--- src/rtl/muldiv_unit.sv ---
// muldiv_unit: multi-cycle MULT/MULTU/DIV/DIVU unit for EXE; holds {HI,LO} until the stage advances.
// Define MUL_ACC_EN to add MADD/MADDU/MSUB/MSUBU (accumulate onto the captured hilo_i).
module muldiv_unit #(
   parameter int MUL_STAGES = 2,
   parameter int DIV_ITERS  = 32
) (
   input  logic        clk,
   input  logic        resetn,
   input  logic        start_i,
   input  logic [3:0]  op_i,
   input  logic [31:0] src_a_i,
   input  logic [31:0] src_b_i,
   input  logic [63:0] hilo_i,
   input  logic        cancel_i,
   input  logic        advance_i,
   output logic        busy_o,
   output logic        result_valid_o,
   output logic [31:0] hi_o,
   output logic [31:0] lo_o
);
   typedef enum logic [1:0] {IDLE, MUL, DIV, DONE} state_e;
   state_e state_q, state_d;
   logic [5:0] cnt_q, cnt_d;
   logic is_mul, is_div, is_acc, sgn, launch, mul_last, lat1;
   logic div_q, nq_q, nr_q, dz_q;
   logic signed [65:0] prod;
   logic [63:0] mp_q [MUL_STAGES];
   logic [63:0] res;
   logic [31:0] rem_q, rem_d, dvd_q, dvd_d, dvs_q, dvs_d;
   logic [31:0] mag_a, mag_b, s_rem, s_dvd, s_dvs;
   logic [32:0] shl, diff;
   logic unused_prod;

   assign is_div = op_i == 4'd3 || op_i == 4'd4;
`ifdef MUL_ACC_EN
   assign is_acc = op_i >= 4'd5 && op_i <= 4'd8;
`else
   assign is_acc = 1'b0;
`endif
   assign is_mul = op_i == 4'd1 || op_i == 4'd2 || is_acc;
   assign sgn    = op_i == 4'd1 || op_i == 4'd3 || op_i == 4'd5 || op_i == 4'd7;
   assign launch = state_q == IDLE && start_i && !cancel_i && (is_mul || is_div);
   // Cancel drops busy in the same cycle so the controller can take the flush
   assign busy_o         = !cancel_i && (launch || state_q == MUL || state_q == DIV);
   assign result_valid_o = !cancel_i && state_q == DONE;

   assign prod = $signed({sgn & src_a_i[31], src_a_i}) * $signed({sgn & src_b_i[31], src_b_i});
   assign unused_prod = ^prod[65:64];

   always_ff @(posedge clk or negedge resetn) begin
      if (!resetn) begin
         for (int i = 0; i < MUL_STAGES; i++) mp_q[i] <= '0;
      end else begin
         if (launch && is_mul) mp_q[0] <= prod[63:0];
         for (int i = 1; i < MUL_STAGES; i++) mp_q[i] <= mp_q[i-1];
      end
   end

`ifdef MUL_ACC_EN
   logic acc_q, sub_q;
   logic [63:0] hilo_q, accr_q;
   always_ff @(posedge clk or negedge resetn) begin
      if (!resetn) begin
         acc_q  <= 1'b0;
         sub_q  <= 1'b0;
         hilo_q <= '0;
         accr_q <= '0;
      end else begin
         if (launch) begin
            acc_q  <= is_acc;
            sub_q  <= op_i == 4'd7 || op_i == 4'd8;
            hilo_q <= hilo_i;
         end
         if (state_q == MUL) accr_q <= sub_q ? hilo_q - mp_q[MUL_STAGES-1] : hilo_q + mp_q[MUL_STAGES-1];
      end
   end
   assign mul_last = cnt_q == (acc_q ? 6'(MUL_STAGES) : 6'(MUL_STAGES - 1));
   assign lat1     = !is_acc && MUL_STAGES == 1;
   assign res      = div_q ? {rem_q, dvd_q} : acc_q ? accr_q : mp_q[MUL_STAGES-1];
`else
   logic unused_hilo;
   assign unused_hilo = ^hilo_i;
   assign mul_last = cnt_q == 6'(MUL_STAGES - 1);
   assign lat1     = MUL_STAGES == 1;
   assign res      = div_q ? {rem_q, dvd_q} : mp_q[MUL_STAGES-1];
`endif
   assign {hi_o, lo_o} = state_q == DONE ? res : 64'd0;

   // Restoring divide on magnitudes; the first step runs on the raw inputs in the launch cycle
   assign mag_a = sgn && src_a_i[31] ? -src_a_i : src_a_i;
   assign mag_b = sgn && src_b_i[31] ? -src_b_i : src_b_i;
   assign s_rem = state_q == DIV ? rem_q : 32'd0;
   assign s_dvd = state_q == DIV ? dvd_q : mag_a;
   assign s_dvs = state_q == DIV ? dvs_q : mag_b;
   assign shl   = {s_rem, s_dvd[31]};
   assign diff  = shl - {1'b0, s_dvs};

   always_comb begin
      rem_d = rem_q;
      dvd_d = dvd_q;
      dvs_d = launch ? mag_b : dvs_q;
      if (state_q == DIV && cnt_q == 6'(DIV_ITERS)) begin
         rem_d = nr_q ? -rem_q : rem_q;
         dvd_d = dz_q ? 32'hFFFF_FFFF : nq_q ? -dvd_q : dvd_q;
      end else if ((launch && is_div) || state_q == DIV) begin
         rem_d = diff[32] ? shl[31:0] : diff[31:0];
         dvd_d = {s_dvd[30:0], !diff[32]};
      end
   end

   always_comb begin
      state_d = state_q;
      cnt_d   = '0;
      if (cancel_i) state_d = IDLE;
      else begin
         case (state_q)
            IDLE: if (launch) begin
               state_d = is_div ? DIV : lat1 ? DONE : MUL;
               cnt_d   = 6'd1;
            end
            MUL: begin
               state_d = mul_last ? DONE : MUL;
               cnt_d   = cnt_q + 6'd1;
            end
            DIV: begin
               state_d = cnt_q == 6'(DIV_ITERS) ? DONE : DIV;
               cnt_d   = cnt_q + 6'd1;
            end
            default: state_d = advance_i ? IDLE : DONE;
         endcase
      end
   end

   always_ff @(posedge clk or negedge resetn) begin
      if (!resetn) begin
         state_q <= IDLE;
         cnt_q   <= '0;
         rem_q   <= '0;
         dvd_q   <= '0;
         dvs_q   <= '0;
         div_q   <= 1'b0;
         nq_q    <= 1'b0;
         nr_q    <= 1'b0;
         dz_q    <= 1'b0;
      end else begin
         state_q <= state_d;
         cnt_q   <= cnt_d;
         rem_q   <= rem_d;
         dvd_q   <= dvd_d;
         dvs_q   <= dvs_d;
         if (launch) begin
            div_q <= is_div;
            nq_q  <= sgn & (src_a_i[31] ^ src_b_i[31]);
            nr_q  <= sgn & src_a_i[31];
            dz_q  <= src_b_i == 32'd0;
         end
      end
   end
endmodule
--- config.mk ---
export PLATFORM = sky130hd
export DESIGN_NAME = muldiv_unit
export DESIGN_NICKNAME = d
export VERILOG_FILES = /design/src/rtl/muldiv_unit.sv
export SDC_FILE = /design/constraint.sdc
export NUM_CORES = 2
export LEC_CHECK = 0
export BUFFER_PORTS_ARGS = -buffer_cell sky130_fd_sc_hd__buf_2
export CORE_ASPECT_RATIO = 0.7
export CORE_MARGIN = 2
export CORE_UTILIZATION = 45
export CTS_CLUSTER_SIZE = 30
export DETAILED_ROUTE_END_ITERATION = 12
export PLACE_DENSITY = 0.61
export SLEW_MARGIN = 20
export SYNTH_ARGS = -nofsm -noshare
export SYNTH_HDL_FRONTEND = slang
export SYNTH_SLANG_ARGS = --single-unit
--- constraint.sdc ---
create_clock -name clk -period 5 [get_ports clk]
set_clock_uncertainty 0.05 [all_clocks]
set_input_delay 0.5 -clock clk [delete_from_list [all_inputs] [get_ports clk]]
set_output_delay 0.5 -clock clk [all_outputs]
set_load 0.02 [all_outputs]
==> summary.txt <==
Global route
  • Vias in the first global route: ~45,000
  • First-pass GRT wire length: around 260,000 um
  • Total track usage: 0.275
  • Largest net degree at the start of global routing: between 100 and 150
  • Grt ovf: 0
  • Initial antenna violation count: 15

Synth
  • Most common cell in the synthesized netlist: inv_1
  • Syn Nets: 7,494
  • FF+latch count, synth: between 200 and 250
  • Ys Warns: 0
  • Synth unique cells: 76
  • Post-synth top area cell: fa_1
  • Top-area cell type share of the netlist area: 0.425
  • Synth Instances: ~6,000
  • Seq/Total Area, Yosys: 0.111
  • Synth top area cells: fa_1 42%, dfrtp_1 11%, inv_1 8.3%, nand2_1 7.2%, ha_1 6.1%
  • Post-synthesis async set-or-reset flop share: 1.00
  • Post-Syn Area per Cell: approximately 9 um^2
  • Top post-synthesis cells by count: 1,166 x inv_1, 1,126 x fa_1, 1,018 x nand2_1
  • EDFF count, synth: 0
  • Synthesized cell area: 53,000 um^2
  • Main synth FF type: dfrtp_1

Flow run
  • Max_cap viols: 0

Die
  • Die area: about 120,000 um^2
  • IO Pins: 203
  • Core Footprint: around 120,000 um^2
  • Row cnt: roughly 110
  • Die X-Extent: between 400 and 500 um
  • Initial Util: 0.453
  • Die Ht: between 200 and 300 um

Placed design
  • Post-DP Area: between 60,000 and 70,000 um^2
  • Dpl ws: -3.32 ns
  • Placer Congestion: ~0.93
  • I/O Buffers: ~140
  • Detailed placement HPWL: approximately 140,000 um

Critical path
  • CP Data Arrival Time: roughly 7.9 ns
  • Worst endpoint required time: approximately 5.4 ns
  • Crit end category: flip-flop
  • Worst Path Max Fanout: 6
  • Critical path class: in -> reg
  • Worst setup SP type: input port

Drt
  • Routed len/inst: ~20 um
  • DR vias: approximately 43,000
  • # DRC: 0
  • Initial detailed-routing violation count: 3,254
  • Drt total wl: approximately 160,000 um
  • Total iterations of the first detailed-routing run: 6
  • Vias per inst: around 5.3
  • Remaining antenna violation count after routing: 0

Clock tree
  • Clock buffer count from CTS: 20
  • Clock transition at path regs: roughly 0.09 ns
  • CTS H-tree depth: 1
  • Clk buf depth: 3
  • CTS tree: done
  • Clock root buffer: clkbuf_16
  • Clk sink count: roughly 240
  • Clock latency on the worst-skew pair: between 0.5 and 0.6 ns

STA
  • Hold Violations, Final: 0
  • Final count of negative-setup-slack endpoints: between 60 and 70
  • Setup tns final: -96.04 ns
  • FMAX: 0.133 GHz
  • Normalized max-slew margin: 0.360
  • Final worst setup slack: -2.51 ns
  • Worst Max-Slew Pin Slew: 0.960 ns
  • Final worst-path cycle share: 1.50
  • Final min period: between 7 and 8 ns
  • Fin. max-slew vios: 0
  • RSZ-0062 raised after global routing: true

Status
  • Status: finished, violations left
  • Failing checks: negative setup slack

Finish
  • Post-route cell area: 64,700 um^2
  • Share of cells above drive strength 1: 0.215
  • Core Util, Final: 0.553
  • Nets: about 8,000
  • Area growth syn-to-layout: 22.0%

Worst hold path
  • Hold WC Path Type: in -> reg
==> placed cells by master (no fill, tap or decap), types with 65 or more instances in the layout <==
| cell | instances |
|---|---|
| a21oi_1 | 129 |
| and2_1 | 302 |
| buf_2 | 95 |
| buf_4 | 629 |
| buf_6 | 126 |
| dfrtp_1 | 235 |
| fa_1 | 1070 |
| ha_1 | 204 |
| inv_1 | 1106 |
| mux2i_1 | 124 |
| nand2_1 | 991 |
| nor2_1 | 165 |
| nor2b_1 | 77 |
| o21ai_0 | 89 |
| xnor2_1 | 79 |
| xor2_1 | 65 |
==> sequential cells by signal, summed over array words and instances (netlist names), 2 cells and up <==
signal	flops
mp_q	128
dvd_q	32
dvs_q	32
rem_q	32
cnt_q	6
state_q	2
==> area by class of cell <==
cell class              instances  area, um^2
fillers                     10430       52300
clock buffers                  27         578
well taps                    1551        1940
multi-input cells            4184       43600
flip-flops and latches        236        5910
clock inverters                 8         101
diodes                         14        35.0
inverters                    1166        4390
repair buffers                936        8230
==> metal layers <==
layer | up-vias | global-route usage | wire, um
li1 | 19214 | - | -
met2 | 1371 | 0.437 | 76300
met3 | 244 | 0.0311 | 9770
met5 | - | 0 | 0
met4 | 0 | 0.106 | 7480
met1 | 22230 | 0.388 | 71000
==> critical path, stage by stage <==
cell and delay [ns]:
buf_6 0.09, nor2b_4 0.12, buf_12 0.14, buf_12 0.13
buf_4 0.15, and3_4 0.18, fa_2 0.61, buf_6 0.15
fa_1 0.46, fa_1 0.56, inv_1 0.06, fa_2 0.55
fa_1 0.46, fa_1 0.47, fa_1 0.49, inv_1 0.05
fa_1 0.50, ha_4 0.31, nand4_1 0.13, buf_4 0.18
nor3_4 0.22, o2111ai_2 0.19, a21oi_4 0.30, a31oi_4 0.14
o221ai_2 0.16, buf_4 0.14, nor4_1 0.03, or3_1 0.39
==> worst paths after layout <==
kind | from | slack, ns | cells past startpoint | end
max reg2reg | state_q[0] | 0.54 | 17 | rem_q[3]
min reg2reg | mp_q[66] | 0.32 | 0 | mp_q[2]
min | advance_i | 0.21 | 3 | state_q[1]
max | op_i[0] | -2.51 | 28 | mp_q[125]
max in group asynchronous | resetn | 3.17 | 3 | mp_q[6]
min in group asynchronous | resetn | 0.42 | 2 | rem_q[27]
==> through the flow <==
stage / hold slack (ns) / cells
after global routing: 0.219 / 8120
after global placement: 0.300 / 7960
after CTS: 0.190 / 8073
after floorplan: 0.154 / 5974
final: 0.213 / 8122
after detailed placement: 0.306 / 7960
==> cell families (layout without fill, tap and decap cells) <==
logic type | after synthesis | count (layout) | synth area share
DFF | 236 | 236 | 0.111
other | 0 | 14 | 0
adders and majority gates | 1383 | 1383 | 0.486
buffers and inverters | 1554 | 2137 | 0.110
and+or+nand+nor | 1887 | 1887 | 0.166
xor gates and xnor gates | 169 | 169 | 0.0279
AOI/OAI and AO/OA | 605 | 605 | 0.0716
muxes | 140 | 140 | 0.0268
==> what timing repair did <==
| item | in CTS | in global routing |
|---|---|---|
| setup endpoints to repair | 88 | 89 |
| setup buffers | 83 | 40 |
| gates resized for setup | 405 | 243 |
| hold buffers | 1 | 0 |
| hold endpoints to repair | 54 | 0 |
| pin swaps | 210 | 214 |
| gates cloned | 1 | 4 |
Power is left out: the tool's default activity adds up to more than one toggle a clock period on the data nets, which glitch-free logic cannot reach.
